==> src/rtl/rd_pkg.sv <==
// rd_pkg: opcode constants and immediate extension shared by the register-read stage.
package rd_pkg;
  localparam logic [5:0] OP_ANDI = 6'h0C;
  localparam logic [5:0] OP_ORI  = 6'h0D;
  localparam logic [5:0] OP_XORI = 6'h0E;
  localparam logic [5:0] OP_LUI  = 6'h0F;
  localparam logic [5:0] OP_LW   = 6'h23;
  function automatic logic [63:0] imm_ext(input logic [5:0] op, input logic [15:0] imm, input int xlen);
    logic [63:0] v;
    v = (op == OP_ANDI || op == OP_ORI || op == OP_XORI) ? {48'b0, imm} :
        (op == OP_LUI) ? {{32{imm[15]}}, imm, 16'b0} : {{48{imm[15]}}, imm};
    return (xlen >= 64) ? v : v & ((64'd1 << xlen) - 64'd1);
  endfunction
endpackage

==> src/rtl/rd_fwd_mux.sv <==
// rd_fwd_mux: priority forwarding for one operand; lowest matching source wins, r0 reads zero.
module rd_fwd_mux #(
  parameter int XLEN    = 32,
  parameter int REG_AW  = 5,
  parameter int NUM_FWD = 2
) (
  input  logic [REG_AW-1:0]         addr,
  input  logic [XLEN-1:0]           reg_data,
  input  logic [NUM_FWD-1:0]        fwd_valid,
  input  logic [NUM_FWD-1:0]        fwd_pending,
  input  logic [NUM_FWD*REG_AW-1:0] fwd_addr,
  input  logic [NUM_FWD*XLEN-1:0]   fwd_data,
  output logic [XLEN-1:0]           data,
  output logic                      pending
);
  always_comb begin
    data = reg_data;
    pending = 1'b0;
    for (int i = NUM_FWD - 1; i >= 0; i--)
      if (fwd_valid[i] && fwd_addr[i*REG_AW +: REG_AW] == addr) begin
        data = fwd_data[i*XLEN +: XLEN];
        pending = fwd_pending[i];
      end
    if (addr == '0) begin
      data = '0;
      pending = 1'b0;
    end
  end
endmodule

==> src/rtl/rd_fwd_stage.sv <==
// rd_fwd_stage: register-read pipeline stage with operand forwarding, load-use stalls and flush.
module rd_fwd_stage
  import rd_pkg::*;
#(
  parameter int XLEN    = 32,
  parameter int REG_AW  = 5,
  parameter int NUM_FWD = 2
) (
  input  logic                      clk,
  input  logic                      rst,
  input  logic                      in_valid,
  output logic                      in_ready,
  input  logic [5:0]                opcode,
  input  logic [5:0]                funct,
  input  logic [REG_AW-1:0]         rs,
  input  logic [REG_AW-1:0]         rt,
  input  logic [REG_AW-1:0]         rd,
  input  logic [4:0]                shamt,
  input  logic [15:0]               immediate,
  input  logic [25:0]               target,
  input  logic [31:0]               pc,
  input  logic                      register_write,
  input  logic                      branch,
  input  logic                      mem_read,
  input  logic [XLEN-1:0]           register_1,
  input  logic [XLEN-1:0]           register_2,
  input  logic [NUM_FWD-1:0]        fwd_valid,
  input  logic [NUM_FWD-1:0]        fwd_pending,
  input  logic [NUM_FWD*REG_AW-1:0] fwd_addr,
  input  logic [NUM_FWD*XLEN-1:0]   fwd_data,
  input  logic                      flush,
  input  logic                      out_ready,
  output logic                      out_valid,
  output logic [5:0]                opcode_o,
  output logic [REG_AW-1:0]         rd_o,
  output logic [4:0]                shamt_o,
  output logic [5:0]                funct_o,
  output logic [25:0]               target_o,
  output logic [31:0]               pc_o,
  output logic                      register_write_o,
  output logic                      branch_o,
  output logic                      mem_read_o,
  output logic [XLEN-1:0]           value_1,
  output logic [XLEN-1:0]           value_2,
  output logic [XLEN-1:0]           value_3,
  output logic                      hazard_stall
);
  logic [XLEN-1:0] data_1, data_2;
  logic pend_1, pend_2, load_use, capture;
  rd_fwd_mux #(.XLEN(XLEN), .REG_AW(REG_AW), .NUM_FWD(NUM_FWD)) u_mux_1 (
    .addr(rs), .reg_data(register_1), .fwd_valid(fwd_valid), .fwd_pending(fwd_pending),
    .fwd_addr(fwd_addr), .fwd_data(fwd_data), .data(data_1), .pending(pend_1)
  );
  rd_fwd_mux #(.XLEN(XLEN), .REG_AW(REG_AW), .NUM_FWD(NUM_FWD)) u_mux_2 (
    .addr(rt), .reg_data(register_2), .fwd_valid(fwd_valid), .fwd_pending(fwd_pending),
    .fwd_addr(fwd_addr), .fwd_data(fwd_data), .data(data_2), .pending(pend_2)
  );
  // rd_o != 0 already excludes a zero rs/rt from matching
  assign load_use = out_valid && mem_read_o && rd_o != '0 && (rd_o == rs || rd_o == rt);
  assign hazard_stall = in_valid && (load_use || pend_1 || pend_2);
  assign in_ready = !rst && !flush && !hazard_stall && (!out_valid || out_ready);
  assign capture = in_valid && in_ready;
  always_ff @(posedge clk) begin
    if (rst) begin
      out_valid <= 1'b0;
      opcode_o <= '0;
      rd_o <= '0;
      shamt_o <= '0;
      funct_o <= '0;
      target_o <= '0;
      pc_o <= '0;
      register_write_o <= 1'b0;
      branch_o <= 1'b0;
      mem_read_o <= 1'b0;
      value_1 <= '0;
      value_2 <= '0;
      value_3 <= '0;
    end else if (flush) begin
      out_valid <= 1'b0;
    end else if (capture) begin
      out_valid <= 1'b1;
      opcode_o <= opcode;
      rd_o <= rd;
      shamt_o <= shamt;
      funct_o <= funct;
      target_o <= target;
      pc_o <= pc;
      register_write_o <= register_write;
      branch_o <= branch;
      mem_read_o <= mem_read;
      value_1 <= data_1;
      value_2 <= data_2;
      value_3 <= XLEN'(imm_ext(opcode, immediate, XLEN));
    end else if (out_ready) begin
      out_valid <= 1'b0;
    end
  end
endmodule

==> config.mk <==
export PLATFORM = sky130hd
export DESIGN_NAME = rd_fwd_stage
export DESIGN_NICKNAME = d
export VERILOG_FILES = /design/src/rtl/rd_pkg.sv /design/src/rtl/rd_fwd_mux.sv /design/src/rtl/rd_fwd_stage.sv
export SDC_FILE = /design/constraint.sdc
export NUM_CORES = 1
export LEC_CHECK = 0
export ABC_AREA = 1
export BUFFER_PORTS_ARGS = -buffer_cell sky130_fd_sc_hd__buf_2
export CAP_MARGIN = 20
export CORE_AREA = 2 2 170 172
export CTS_CLUSTER_SIZE = 12
export DETAILED_ROUTE_END_ITERATION = 8
export DIE_AREA = 0 0 172 174
export GPL_ROUTABILITY_DRIVEN = 0
export PLACE_DENSITY = 0.74
export SLEW_MARGIN = 20
export SYNTH_ARGS = -nofsm -noshare
export SYNTH_HDL_FRONTEND = slang
export SYNTH_SLANG_ARGS = --single-unit
export TNS_END_PERCENT = 30
==> constraint.sdc <==
create_clock -name clk -period 5.8 [get_ports clk]
set_input_delay 1.16 -clock clk [delete_from_list [all_inputs] [get_ports clk]]
set_output_delay 1.16 -clock clk [all_outputs]
set_load 0.005 [all_outputs]
# Word-level counts from Yosys, hierarchy flattened
# Index checks and enable logic that the tools add are counted.
[classes] eq_ne=10 mux=16 n_reduce_logical=28 n_bitwise=1
[ops] cell="32-bit two-way mux" n=7
[ops] cell="31-bit two-way mux" n=1
[ops] cell="5-bit == test" n=6
[ops] cell="6-bit by 4-bit == test with 1-bit output (second input constant)" n=4
[ops] cell="1-bit logical AND" n=12
[ops] cell="5-bit logical NOT" n=2
[ops] cell="1-bit two-way mux" n=8
[ops] cell="1-bit logical OR" n=6
[ops] cell="5-bit nonzero test" n=1
[ops] cell="1-bit logical NOT" n=4
[ops] cell="2-bit AND reduction" n=1
[ops] cell="2-bit nonzero test" n=1
[ops] cell="2-bit OR reduction" n=1
[ops] cell="1-bit inverter" n=1
[word_totals] regBits=180 output_inout_bits=182 elab_cells=68 input_bits=256

# Depth between registers and ports, before layout
[logic_depth] word_depth=13 depth_mapped=14

# Hierarchy
# From an unflattened synthesis, not the netlist that was laid out.
[unflattened] cells_unflattened=1841 area_unflattened_um2=10448.8
[modules_own_cells] mod="rd_fwd_stage" area_each_um2=7711.1 cells_each=1235 n_inst=1
[modules_own_cells] mod="rd_fwd_mux" area_each_um2=1368.8 cells_each=303 n_inst=2

# Worst setup path before layout
# No wires, ideal clock.
[synth_path] kind="in2out" startpoint="in rt[1]" endpoint="out in_ready" path_stages=8 n_path_buf=0 arrival_time_ns=2.289 setup_slack_ns=2.351 required_ns=4.640 cell_sequence="inv_2 -> nand3_1 -> nor3_1 -> nor2_1 -> and2_1 -> o21ai_0 -> inv_1 -> nor3_1"
[synth_via] elab_chain_cells=10
[synth_rtl] item="start, declared" line_no="rd_fwd_stage.sv:16" source="input logic [REG_AW-1:0] rt,"
[synth_rtl] item="5-bit == test" line_no="rd_fwd_mux.sv:20" source="if (fwd_valid[i] && fwd_addr[i*REG_AW +: REG_AW] == addr) begin"
[synth_rtl] item="1-bit logical AND" line_no="rd_fwd_mux.sv:20"
[synth_rtl] item="1-bit two-way mux (2 in a row)" line_no="rd_fwd_mux.sv:20"
[synth_rtl] item="1-bit two-way mux" line_no="rd_fwd_mux.sv:24" source="if (addr == '0) begin"
[synth_rtl] item="1-bit logical OR *" line_no="rd_fwd_stage.sv:60" source="assign hazard_stall = in_valid && (load_use || pend_1 || pend_2);"
[synth_rtl] item="1-bit logical AND *" line_no="rd_fwd_stage.sv:60"
[synth_rtl] item="net hazard_stall" line_no="rd_fwd_stage.sv:46" source="output logic hazard_stall"
[synth_rtl] item="1-bit logical NOT *" line_no="rd_fwd_stage.sv:61" source="assign in_ready = !rst && !flush && !hazard_stall && (!out_valid || out_ready);"
[synth_rtl] item="1-bit logical AND * (2 in a row)" line_no="rd_fwd_stage.sv:61"
[synth_rtl] item="end, declared" line_no="rd_fwd_stage.sv:12" source="output logic in_ready,"
# The timed path passes the listed nets; every way through them passes the cells marked *.

# Worst setup path in the final report
[layout_path] startpoint="in rs[4]" endpoint="out in_ready"
[layout_via] elab_chain_cells=11
[layout_rtl] item="start, declared" line_no="rd_fwd_stage.sv:15" source="input logic [REG_AW-1:0] rs,"
[layout_rtl] item="5-bit == test" line_no="rd_fwd_mux.sv:20"
[layout_rtl] item="1-bit logical AND" line_no="rd_fwd_mux.sv:20"
[layout_rtl] item="1-bit two-way mux (2 in a row)" line_no="rd_fwd_mux.sv:20"
[layout_rtl] item="1-bit two-way mux" line_no="rd_fwd_mux.sv:24"
[layout_rtl] item="1-bit logical OR * (2 in a row)" line_no="rd_fwd_stage.sv:60"
[layout_rtl] item="1-bit logical AND *" line_no="rd_fwd_stage.sv:60"
[layout_rtl] item="1-bit logical NOT *" line_no="rd_fwd_stage.sv:61"
[layout_rtl] item="1-bit logical AND * (2 in a row)" line_no="rd_fwd_stage.sv:61"
# Mark *: on every way between the ends. The rest lies on a longest branch, timed or not.

==> impl_summary.md <==
Clock network
The deepest clock path buffer count is 2. At the later pin of the worst-skew pair, clock insertion delay measures 0.44 ns. The root buffer cell is clkbuf_16.

The clock tree from TritonCTS is built. The clock sink count is 180. Buffers inserted during clock tree synthesis total 17. The number of gates resized after CTS was 0.

The hold buffer count at cts is 0. The clock transition at the register clock pins on the worst setup and hold paths after CTS is 0.07 ns. The post-CTS repair timing setup buffer count is 0. The H-tree generated during clock tree synthesis spans 4 levels.

Yosys
Sorting the synthesized cells by area gives the leading types as dfxtp_1 (35%), nand2_1 (24%), inv_1 (12%). The share of the synthesized area in the top cell type is 34.7%. Yosys mapped a number of flops with a built-in enable equal to 0. The share of the synthesized area in compound gates (AO/OA/AOI/OAI) is 3.83%. After synthesis, the largest family of logic cells by area is simple AND/OR/NAND/NOR gates.

The most instantiated flip-flop cell in the synthesis netlist is dfxtp_1. The cell type contributing the most total cell area after synthesis is dfxtp_1. The sequential cell area fraction in the yosys report is 34.7%. The Yosys step of the flow raised 0 warnings. In this run, distinct cell masters in the synthesized netlist total 24. The share of flip-flops with an asynchronous set or reset after synthesis is 0%.

The netlist area before placement is 0.0104 mm2. The proportion of synthesized area in mux cells is 0%. Synthesis handed over a netlist of 1,853 instances. Of the total synthesized cell area, the portion taken by AND, OR, NAND and NOR gates is 44.7%. The post-synthesis net count is 2,109. A synthesized cell averages 5.61 um2. The XOR/XNOR share of the synthesized area is 0.253%. The synthesized netlist devotes 0% of its cell area to adder and majority cells. The total of flip-flops plus latches after synthesis is 180.

Global routing
The routing layer with the top usage in global route is met2. In the global route stage, met1 resource usage came out at 29.1%. The first global-routing pass estimated 59,700 um of wire.

The global routing usage on met3 is 4.67%. The remaining global-route overflow is 0. The total routing usage reported by global routing is 25.1%. Entering global routing, the biggest net connects 179 pins.

The via count of the first global-routing pass came to 11.5k. The met2 routing resource usage after global routing is 43.6%. The number of antenna violations at the first check in global routing is 9.

Layout
For this run, the post-layout net count is 2,471. Leaving out fill and tap cells, the most frequent cell in the layout is nand2_1. The share of post-route cells with drive strength above 1 is 22.7%.

In the layout the commonest cells are nand2_1 (676), buf_2 (436), inv_1 (326). Leaving out filler cells and counting taps, the final layout contains 2,619. The signed area change from the synthesized netlist to the final layout is 29.2%.

Worst setup path
Data on the critical path arrives at its endpoint at 2.95 ns. The worst setup path startpoint is rs[4]. STA classifies the critical path startpoint as an input pin. The startpoint identified for the worst register-to-register timing path is rd_o[1]. The worst setup path is of the in -> out kind. For the worst setup path, the data required time is 4.64 ns. Along the worst path, the maximum fanout reaches 13.

STA classifies the critical path endpoint as a primary output.

Pwr
The maximum VDD drop is 0.000131 V. The power density over cell area is 234 mW/mm2. The cell leakage power is 8.15 nW.

Timing
The fmax is 243 MHz. Setup violations remaining at the end of the flow were counted as 0. Clock skew on the completed layout was measured at 0.0147 ns. The setup TNS after final layout is 0 ns.

Setup repair after global routing left no endpoint under its margin. For the pin with the worst max-slew slack, the measured transition is 1.07 ns. Subtracting the final worst setup slack from the clock period gives 4.11 ns. The worst slew slack as a fraction of its limit is 27.9%. The final-report hold violation count is 0. The max-slew violation total from the final report is 0.

The final clock period utilization by the worst path is 70.8%.

Routing
The average wire per standard cell is 14.8 um. The wire length after detailed routing is 38,700 um. Before antenna repair, the detailed router went through 7 iterations.

The violation count after the first detailed-route iteration is 865. In this run the remaining antenna-violating nets after routing total 0. The count of vias placed by the detailed router is 12.4k. Using the TritonRoute via totals, the vias-per-cell ratio works out to 4.74. For this run, design rule violations remaining after detail routing come to 0.

Floorplanning
The number of placement rows is 62. The vertical extent of the die is 174 um. The starting utilization of the core area is 36.8%. The overall die width is 172 um.

The region available for standard cell placement spans 0.0282 mm2. The overall die area is 0.0299 mm2. The I/O pin total is 438.

Place
During placement, the flow inserted port buffers numbering 437. The number of placed instances, taps included, is 2,580. The sum of net half-perimeters after detailed placement is 27,700 um.

Status
The flow ran to the end, and the final reports show no timing, DRC or antenna violations.

Min path
The worst hold path begins at value_1[25]. The worst min-delay path category is reg -> reg.

Job
The tool flagged a number of max-cap violations equal to 0.
## cells in the mapped netlist, types with 2 or more instances
| master | instances |
|---|---|
| nand2_1 | 676 |
| inv_1 | 327 |
| nor2_1 | 292 |
| dfxtp_1 | 180 |
| nand4_1 | 92 |
| nand3_1 | 74 |
| a21oi_1 | 68 |
| clkbuf_1 | 59 |
| buf_1 | 26 |
| buf_2 | 26 |
| inv_2 | 10 |
| nor3_1 | 5 |
| o21ai_0 | 5 |
| o21ai_1 | 2 |
| xnor2_1 | 2 |
## through the flow
| stage | instance area, um2 | power [mW] | util (%) | worst slack [ns] | hold WS (ns) |
|---|---|---|---|---|---|
| after CTS | 13400 | 3.17 | 47.5 | 1.68 | 0.508 |
| after global routing | 13400 | 3.31 | 47.5 | 1.50 | 0.534 |
| final | 13400 | 3.14 | 47.5 | 1.69 | 0.507 |
| after detailed placement | 12800 | 1.97 | 45.3 | 1.68 | 0.495 |
| after global placement | 12800 | 1.96 | 45.3 | 1.74 | 0.493 |
| after floorplan | 10400 | 1.70 | - | 2.35 | 0.503 |
## per-layer routing
layer	routed length [um]	up-vias
met3	3340	119
met1	15100	5385
met4	1830	2
met2	18400	676
li1	-	6230
met5	9	-
## critical path, stage by stage
cell	delay, ns
buf_2	0.12
inv_1	0.07
nand2_1	0.07
nand2_1	0.06
nor2_1	0.12
nand3_2	0.32
nor2_1	0.20
nor2_1	0.06
nand2_1	0.13
nand2_1	0.11
o21ai_0	0.16
inv_1	0.09
nor3_1	0.13
buf_2	0.14
## sequential cells by signal, indices dropped and copies added, names as in the netlist
signal	cells
value_3	32
pc_o	32
mem_read_o	1
out_valid	1
value_2	32
register_write_o	1
branch_o	1
funct_o	6
shamt_o	5
value_1	32
rd_o	5
target_o	26
opcode_o	6
## cell type report
type	count	area (um2)
multi-input cells	1225	5110
clock buffers	17	425
inverters	337	1270
flip-flops and latches	180	3600
repair buffers	454	2340
fillers	3050	14800
clock inverters	15	171
diodes	7	17.5
well taps	384	480
## cell families after synthesis
logic type / after synthesis
and+or+nand+nor: 1144
DFF: 180
AOI/OAI and AO/OA: 78
xor gates and xnor gates: 3
buffers and inverters: 448
## power by group
part / internal, mW / switching [mW] / leakage (nW) / total, mW
sequential: 1.31 / 0.0383 / 1.47 / 1.34
clock: 0.581 / 0.613 / 0.283 / 1.19
combinational: 0.238 / 0.364 / 6.39 / 0.602
## final timing paths
path / to / slack [ns] / depth (start not counted)
max reg2reg: value_3[28] / 3.00 / 12
min: value_1[25] / 0.51 / 4
min reg2reg: value_1[25] / 0.51 / 4
max: in_ready / 1.69 / 14
No activity file was read; power rests on OpenSTA's default activity.
